===== config.mk =====
export PLATFORM = sky130hd
export DESIGN_NAME = sdram_req_frontend_flat
export DESIGN_NICKNAME = d
export VERILOG_FILES = /design/src/rtl/sdram_req_frontend_if.sv /design/src/rtl/sdram_req_frontend.sv /design/src/flat_wrapper.sv
export SDC_FILE = /design/constraint.sdc
export NUM_CORES = 1
export LEC_CHECK = 0
export BUFFER_PORTS_ARGS = -buffer_cell sky130_fd_sc_hd__buf_2
export CAP_MARGIN = 10
export CORE_MARGIN = 2
export CORE_UTILIZATION = 50
export CTS_CLUSTER_SIZE = 28
export DETAILED_ROUTE_END_ITERATION = 6
export PLACE_DENSITY = 0.71
export SKIP_LAST_GASP = 1
export SYNTH_ARGS = -nofsm -noshare
export SYNTH_HDL_FRONTEND = slang
export SYNTH_SLANG_ARGS = --single-unit

===== constraint.sdc =====
create_clock -name clk -period 3 [get_ports clk]
set_input_delay 0.15 -clock clk [delete_from_list [all_inputs] [get_ports clk]]
set_output_delay 0.15 -clock clk [all_outputs]
set_load 0.01 [all_outputs]

===== src/rtl/sdram_req_frontend_if.sv =====
// User request/response and controller command bundle for sdram_req_frontend.
interface sdram_req_frontend_if #(
    parameter int AW = 25,
    parameter int DW = 16
);
    logic          req_valid;
    logic          req_ready;
    logic          req_write;
    logic [AW-1:0] req_addr;
    logic [DW-1:0] req_wdata;

    logic          rsp_valid;
    logic          rsp_ready;
    logic          rsp_write;
    logic [DW-1:0] rsp_rdata;
    logic          rsp_err;

    logic [1:0]    mc_cmd;
    logic [AW-1:0] mc_addr;
    logic          mc_ready;
    logic [DW-1:0] mc_wdata;
    logic [DW-1:0] mc_rdata;
    logic          mc_valid;
    logic          init_done;

    modport slave (
        input  req_valid, req_write, req_addr, req_wdata,
        input  rsp_ready, mc_rdata, mc_valid,
        output req_ready, rsp_valid, rsp_write, rsp_rdata, rsp_err,
        output mc_cmd, mc_addr, mc_ready, mc_wdata, init_done
    );

    modport master (
        output req_valid, req_write, req_addr, req_wdata,
        output rsp_ready, mc_rdata, mc_valid,
        input  req_ready, rsp_valid, rsp_write, rsp_rdata, rsp_err,
        input  mc_cmd, mc_addr, mc_ready, mc_wdata, init_done
    );
endinterface


===== src/rtl/sdram_req_frontend.sv =====
// SDRAM request front end: request FIFO, single-outstanding issue FSM.
// Optional WAIT timeout abort enabled by SDRAM_REQ_TIMEOUT_EN.
module sdram_req_frontend #(
    parameter int DEPTH   = 4,
    parameter int AW      = 25,
    parameter int DW      = 16,
    parameter int TIMEOUT = 64
) (
    input  logic                 clk,
    input  logic                 rst,
    sdram_req_frontend_if.slave  bus
);
    localparam int PW = $clog2(DEPTH) + 1;
    localparam int EW = AW + DW + 1;

    typedef enum logic [2:0] {
        INIT,
        IDLE,
        ISSUE,
        WAIT,
        RESP
    } state_t;

    state_t state, state_n;

    logic [EW-1:0] mem [DEPTH];
    logic [EW-1:0] head;
    logic [PW-1:0] wr_ptr, rd_ptr;
    logic          full, empty, push, pop;
    logic          timeout, is_wr;

    logic          init_q;
    logic [1:0]    cmd_q;
    logic [AW-1:0] addr_q;
    logic [DW-1:0] wdata_q;
    logic          rsp_valid_q, rsp_write_q;
    logic [DW-1:0] rsp_rdata_q;

    // MSB differs with equal index bits means the write pointer lapped once
    assign full  = (wr_ptr[PW-1] != rd_ptr[PW-1]) &&
                   (wr_ptr[PW-2:0] == rd_ptr[PW-2:0]);
    assign empty = (wr_ptr == rd_ptr);
    assign head  = mem[rd_ptr[PW-2:0]];
    assign push  = bus.req_valid && bus.req_ready;
    assign pop   = (state == RESP) && bus.rsp_ready;
    assign is_wr = (cmd_q == 2'b10);

    assign bus.req_ready = !full && init_q;
    assign bus.init_done = init_q;
    assign bus.mc_ready  = (state == ISSUE);
    assign bus.mc_cmd    = cmd_q;
    assign bus.mc_addr   = addr_q;
    assign bus.mc_wdata  = wdata_q;
    assign bus.rsp_valid = rsp_valid_q;
    assign bus.rsp_write = rsp_write_q;
    assign bus.rsp_rdata = rsp_rdata_q;

`ifdef SDRAM_REQ_TIMEOUT_EN
    localparam int CW = $clog2(TIMEOUT + 1);
    logic [CW-1:0] cnt;
    logic          err_q;

    always_ff @(posedge clk) begin
        if (rst || state != WAIT) cnt <= '0;
        else                      cnt <= cnt + 1'b1;
    end

    assign timeout = (state == WAIT) && (cnt == CW'(TIMEOUT - 1));

    // a completion in the same cycle as the timeout is a normal response
    always_ff @(posedge clk) begin
        if (rst)                                    err_q <= 1'b0;
        else if (timeout && !bus.mc_valid)          err_q <= 1'b1;
        else if (pop)                               err_q <= 1'b0;
    end

    assign bus.rsp_err = err_q;
`else
    assign timeout     = 1'b0;
    assign bus.rsp_err = 1'b0;
`endif

    always_ff @(posedge clk) begin
        if (push) mem[wr_ptr[PW-2:0]] <= {bus.req_write, bus.req_addr, bus.req_wdata};
    end

    always_ff @(posedge clk) begin
        if (rst) begin
            wr_ptr <= '0;
            rd_ptr <= '0;
        end else begin
            if (push) wr_ptr <= wr_ptr + 1'b1;
            if (pop)  rd_ptr <= rd_ptr + 1'b1;
        end
    end

    always_ff @(posedge clk) begin
        if (rst) state <= INIT;
        else     state <= state_n;
    end

    always_comb begin
        state_n = state;
        unique case (state)
            INIT:    if (bus.mc_valid) state_n = IDLE;
            IDLE:    if (!empty) state_n = ISSUE;
            ISSUE:   state_n = WAIT;
            WAIT:    if (bus.mc_valid || timeout) state_n = RESP;
            RESP:    if (bus.rsp_ready) state_n = IDLE;
            default: state_n = INIT;
        endcase
    end

    always_ff @(posedge clk) begin
        if (rst) begin
            init_q      <= 1'b0;
            cmd_q       <= 2'b00;
            addr_q      <= '0;
            wdata_q     <= '0;
            rsp_valid_q <= 1'b0;
            rsp_write_q <= 1'b0;
            rsp_rdata_q <= '0;
        end else begin
            if (state == INIT && bus.mc_valid) init_q <= 1'b1;
            if (state == IDLE && !empty) begin
                cmd_q   <= head[EW-1] ? 2'b10 : 2'b01;
                addr_q  <= head[EW-2:DW];
                wdata_q <= head[DW-1:0];
            end
            if (state == WAIT && (bus.mc_valid || timeout)) begin
                rsp_valid_q <= 1'b1;
                rsp_write_q <= is_wr;
                rsp_rdata_q <= (bus.mc_valid && !is_wr) ? bus.mc_rdata : '0;
            end
            if (pop) begin
                rsp_valid_q <= 1'b0;
                cmd_q       <= 2'b00;
            end
        end
    end
endmodule


===== src/flat_wrapper.sv =====
// flat-port wrapper written by rule: the top's interface ports become plain ports
module sdram_req_frontend_flat 
#(
    parameter int DEPTH   = 4,
    parameter int AW      = 25,
    parameter int DW      = 16,
    parameter int TIMEOUT = 64
)
  (clk, rst, bus_req_valid, bus_req_write, bus_req_addr, bus_req_wdata, bus_rsp_ready, bus_mc_rdata, bus_mc_valid, bus_req_ready, bus_rsp_valid, bus_rsp_write, bus_rsp_rdata, bus_rsp_err, bus_mc_cmd, bus_mc_addr, bus_mc_ready, bus_mc_wdata, bus_init_done);
  sdram_req_frontend_if #(.AW(AW), .DW(DW)) bus_i ();
  input  logic clk;
  input  logic rst;
  input wire logic [$bits(bus_i.req_valid)-1:0] bus_req_valid;
  input wire logic [$bits(bus_i.req_write)-1:0] bus_req_write;
  input wire logic [$bits(bus_i.req_addr)-1:0] bus_req_addr;
  input wire logic [$bits(bus_i.req_wdata)-1:0] bus_req_wdata;
  input wire logic [$bits(bus_i.rsp_ready)-1:0] bus_rsp_ready;
  input wire logic [$bits(bus_i.mc_rdata)-1:0] bus_mc_rdata;
  input wire logic [$bits(bus_i.mc_valid)-1:0] bus_mc_valid;
  output wire logic [$bits(bus_i.req_ready)-1:0] bus_req_ready;
  output wire logic [$bits(bus_i.rsp_valid)-1:0] bus_rsp_valid;
  output wire logic [$bits(bus_i.rsp_write)-1:0] bus_rsp_write;
  output wire logic [$bits(bus_i.rsp_rdata)-1:0] bus_rsp_rdata;
  output wire logic [$bits(bus_i.rsp_err)-1:0] bus_rsp_err;
  output wire logic [$bits(bus_i.mc_cmd)-1:0] bus_mc_cmd;
  output wire logic [$bits(bus_i.mc_addr)-1:0] bus_mc_addr;
  output wire logic [$bits(bus_i.mc_ready)-1:0] bus_mc_ready;
  output wire logic [$bits(bus_i.mc_wdata)-1:0] bus_mc_wdata;
  output wire logic [$bits(bus_i.init_done)-1:0] bus_init_done;
  assign bus_i.req_valid = bus_req_valid;
  assign bus_i.req_write = bus_req_write;
  assign bus_i.req_addr = bus_req_addr;
  assign bus_i.req_wdata = bus_req_wdata;
  assign bus_i.rsp_ready = bus_rsp_ready;
  assign bus_i.mc_rdata = bus_mc_rdata;
  assign bus_i.mc_valid = bus_mc_valid;
  assign bus_req_ready = bus_i.req_ready;
  assign bus_rsp_valid = bus_i.rsp_valid;
  assign bus_rsp_write = bus_i.rsp_write;
  assign bus_rsp_rdata = bus_i.rsp_rdata;
  assign bus_rsp_err = bus_i.rsp_err;
  assign bus_mc_cmd = bus_i.mc_cmd;
  assign bus_mc_addr = bus_i.mc_addr;
  assign bus_mc_ready = bus_i.mc_ready;
  assign bus_mc_wdata = bus_i.mc_wdata;
  assign bus_init_done = bus_i.init_done;
  sdram_req_frontend #(.DEPTH(DEPTH), .AW(AW), .DW(DW), .TIMEOUT(TIMEOUT)) u_core (.clk(clk), .rst(rst), .bus(bus_i));
endmodule

==> parameters.txt <==
Parameter                              Value

Global routing
  Antenna violations before repair    0
  First-pass GRT wire length    28680 µm
  Sum of overflow across all layers after global routing    0
  Vias in the first global route    approximately 5600
  Pin count of the biggest net entering global routing    35
  Total global-route track usage    0.1839

Logic synthesis
  Synthesized netlist net count    between 600 and 700
  Post-synthesis xor/xnor area fraction    0.004794
  Per-instance average area after synthesis    approximately 16 µm²
  Cell accounting for the most synthesized area    sky130_fd_sc_hd__edfxtp_1
  Synth Cell Area    between 9000 and 10000 µm²
  Commonest cells in the synthesized netlist    sky130_fd_sc_hd__edfxtp_1, sky130_fd_sc_hd__nand2_1, sky130_fd_sc_hd__dfxtp_1
  Fraction of post-synthesis cell area in the top cell type by area    0.5523
  Number of standard cells after synthesis    around 570
  Flip-flop and latch count after synthesis    between 200 and 250
  Post-synthesis cell type count    39
  Number of enable flip-flop cells after synthesis    about 170
  Post-Synth Simple-Gate Area    0.07246
  Async set or reset register ratio after synthesis    0
  Sequential fraction of the synthesis area    0.7122
  Largest family of logic cells by synthesized area    multiplexers
  Most used standard cell by instance count after synthesis    sky130_fd_sc_hd__edfxtp_1
  Top FF cell, synth    sky130_fd_sc_hd__edfxtp_1
  Mux contribution to synthesized area    0.1530
  Compound-Gate Fraction of Synth Area    0.02260
  Synthesis Warnings    0
  Ranking of synthesized cells by area    sky130_fd_sc_hd__edfxtp_1, sky130_fd_sc_hd__dfxtp_1, sky130_fd_sc_hd__mux4_2
  Fraction of the mapped netlist area in adder cells    0.006848

Clock tree
  CTS tree    done
  Maximum buffer depth of the clock tree    3
  Post-CTS setup buffers    0
  Register clock-pin slew on the reported worst setup and hold paths    about 0.060 ns
  Number of clock sinks    about 240
  Clk Tree Root Cell    sky130_fd_sc_hd__clkbuf_16
  Number of buffers created by CTS    24
  H-tree levels    1
  Latest clock arrival within the worst-skew pair    0.50 ns

Worst setup path
  Capture point of the worst reg-to-reg path    u_core.mem[1][0]
  CP Max Fanout    18
  Endpoint class of the critical path    register
  Worst endpoint data arrival time    around 2.5 ns
  Startpoint-to-endpoint class of the critical path    reg -> reg
  Startpoint of the most critical register-to-register path    u_core.wr_ptr[0]
  Depth of the worst register-to-register path    4
  Setup slack, reg-to-reg    ~0.71 ns
  Startpoint kind of the worst setup timing path    register
  Capture point of the worst path    u_core.mem[1][0]
  Worst Path Required    ~3.2 ns
  Timing startpoint of the critical path    u_core.wr_ptr[0]

Final layout
  Non-filler instance count after layout    roughly 1000
  Synthesis-to-finish area growth    25.33%
  Antenna diodes    0
  Area of combinational cells with multiple inputs    2382 µm²
  Net count reported at finish    slightly above 800
  Final cell area excluding filler cells    between 10000 and 15000 µm²
  Fraction of final layout cells sized beyond drive strength 1    0.2962
  Storage element area    around 6500 µm²
  Filler cells    1291

Routing
  Initial DRT Pass Iterations    4
  Wire length on met1    just over 7000 µm
  Sum of routed wire length over all layers    roughly 18000 µm
  Final antenna-violating net count    0
  Wire per inst    17.60 µm
  Count of vias placed by the detailed router    between 5000 and 6000
  Number of DRC violations after detailed routing    0
  Detailed Route Iter0 Violations    approximately 250
  Top routing layer in use    met4
  Wire length on met2    roughly 9000 µm
  Post-detailed-route via-to-cell ratio    about 5.3
  Met3 Routed Length    approximately 730 µm

STA
  Unrepaired setup endpoints after global routing    false
  Count of final max-slew check failures    0
  Worst Tran Pin Value    about 0.7 ns
  Remaining max-slew budget at the tightest pin    0.5208
  Peak clock frequency supported by timing    437.4 MHz
  Final worst clock skew    0.006724 ns
  Final worst-path cycle share    0.7620
  Period minus WS final    around 2.3 ns
  Total negative setup slack    0 ns
  Final Hold Viols    0
  Final setup viols    0

Placed design
  # placed instances    898
  Post-Place Cell Area    9977 µm²
  Final weighted congestion of routability-driven global placement    about 0.79
  Number of buffers added on ports    between 100 and 150
  Half-perimeter wire length after detailed placement    11180 µm

Die
  Die Ht    approximately 140 µm
  Effective utilization at floorplan    0.5085
  Floorplan row count    ~50
  Area of the die    between 15000 and 20000 µm²
  I/O pin count    ~130
  Width of the chip    around 140 µm
  Area of the core    about 18000 µm²

Run
  Number of violations of the max-capacitance limit    0

Hold path
  Class of the tightest hold or removal check    in -> reg

Power
  Power per cell area    626.4 nW/µm²
  Peak supply drop    approximately 0.00046 V
  Leakage    between 4 and 5 nW

Status
  Run status    finished clean
sequential cells by signal (all words and copies together), names as in the netlist, named ones only:
name and count:
u_core.bus.mc_wdata 16, u_core.bus.rsp_write 1, u_core.mem 168, u_core.rd_ptr 3
u_core.wr_ptr 3, u_core.state 3, u_core.bus.mc_cmd 2, u_core.bus.rsp_rdata 16
u_core.bus.init_done 1, u_core.bus.rsp_valid 1, u_core.bus.mc_addr 25
logic make-up after synthesis:
| kind of cell | Yosys count |
|---|---|
| buf+inv | 43 |
| flops | 241 |
| xor+xnor | 5 |
| compound gates | 33 |
| fa+ha+maj | 5 |
| simple gates | 152 |
| other cells | 1 |
| mux | 87 |
report_power, final:
part / internal, mW / switching, mW / leakage [nW]
clock: 2.05 / 1.16 / 0.426
combinational: 0.161 / 0.167 / 1.86
sequential: 3.61 / 0.0255 / 2.11
total: 5.82 / 1.35 / 4.40
through the flow:
| step | hold slack, ns | power [mW] | setup slack [ns] | util |
|---|---|---|---|---|
| 4_1_cts | 0.09814 | 7.245 | 0.6962 | 0.6373 |
| 2_1_floorplan | 0.2489 | 3.857 | 0.6000 | - |
| 3_5_place_dp | 0.3716 | 3.977 | 0.7126 | 0.5554 |
| 3_3_place_gp | 0.3655 | 3.964 | 0.7950 | 0.5554 |
| 6_report | 0.1187 | 7.172 | 0.7139 | 0.6373 |
| 5_1_grt | 0.1488 | 7.398 | 0.4792 | 0.6373 |
worst min-delay path by stage:
| stage | from | to | cells after the start |
|---|---|---|---|
| global route | bus_req_valid | u_core.wr_ptr[1] | 4 |
| detailed placement | bus_req_addr[16] | u_core.mem[2][32] | 1 |
| floorplan | bus_req_wdata[0] | u_core.mem[0][0] | 0 |
| finish | bus_req_valid | u_core.wr_ptr[1] | 4 |
| CTS | bus_req_valid | u_core.wr_ptr[1] | 4 |
| global placement | bus_req_addr[14] | u_core.mem[2][30] | 1 |
routing by layer:
| metal | vias to the layer above | global-route usage |
|---|---|---|
| li1 | 2503 | - |
| met1 | 2671 | 0.2232 |
| met2 | 148 | 0.3389 |
| met3 | 33 | 0.02866 |
| met4 | 0 | 0.05635 |
| met5 | - | 0 |
placed cells by master, fill, tap and decap left out, types with 2 or more instances in the layout:
| cell type | synthesis | final |
|---|---|---|
| sky130_fd_sc_hd__a21oi_1 | 20 | 20 |
| sky130_fd_sc_hd__a311o_2 | 1 | 2 |
| sky130_fd_sc_hd__a311oi_1 | 2 | 2 |
| sky130_fd_sc_hd__a31oi_1 | 2 | 2 |
| sky130_fd_sc_hd__and2_2 | 0 | 4 |
| sky130_fd_sc_hd__buf_12 | 4 | 4 |
| sky130_fd_sc_hd__buf_2 | 12 | 126 |
| sky130_fd_sc_hd__buf_4 | 1 | 8 |
| sky130_fd_sc_hd__bufinv_16 | 0 | 5 |
| sky130_fd_sc_hd__clkbuf_1 | 18 | 5 |
| sky130_fd_sc_hd__clkbuf_16 | 0 | 25 |
| sky130_fd_sc_hd__clkbuf_8 | 0 | 4 |
| sky130_fd_sc_hd__clkinv_1 | 0 | 3 |
| sky130_fd_sc_hd__clkinv_2 | 0 | 2 |
| sky130_fd_sc_hd__dfxtp_1 | 73 | 71 |
| sky130_fd_sc_hd__dlygate4sd3_1 | 0 | 60 |
| sky130_fd_sc_hd__edfxtp_1 | 168 | 168 |
| sky130_fd_sc_hd__ha_1 | 5 | 5 |
| sky130_fd_sc_hd__inv_1 | 6 | 6 |
| sky130_fd_sc_hd__mux2i_1 | 44 | 44 |
| sky130_fd_sc_hd__mux4_2 | 42 | 42 |
| sky130_fd_sc_hd__nand2_1 | 105 | 105 |
| sky130_fd_sc_hd__nand2b_1 | 2 | 2 |
| sky130_fd_sc_hd__nand3_1 | 20 | 20 |
| sky130_fd_sc_hd__nand4b_1 | 2 | 2 |
| sky130_fd_sc_hd__nor2_1 | 8 | 8 |
| sky130_fd_sc_hd__nor3_1 | 2 | 2 |
| sky130_fd_sc_hd__o21ai_0 | 2 | 2 |
| sky130_fd_sc_hd__or3_1 | 3 | 3 |
| sky130_fd_sc_hd__xnor2_1 | 4 | 4 |
timing repair:
item                      CTS  global route
gates resized for setup     0             0
hold buffers               60             0
hold endpoints to repair  186             0
layout make-up:
cell class | count | share of cell area
inverters | 7 | 0.002295
multi-input cells | 283 | 0.2081
clock inverters | 10 | 0.01497
flip-flops and latches | 241 | 0.5687
well taps | 229 | 0.02503
clock buffers | 34 | 0.06109
repair buffers | 198 | 0.1198
critical path, cell delays in order (launching register included):
cell and delay [ns]:
sky130_fd_sc_hd__dfxtp_1 0.43, sky130_fd_sc_hd__xnor2_1 0.20, sky130_fd_sc_hd__a31oi_1 0.47, sky130_fd_sc_hd__and2_2 0.55, sky130_fd_sc_hd__buf_4 0.31
Power figures use the tool's default switching activity.
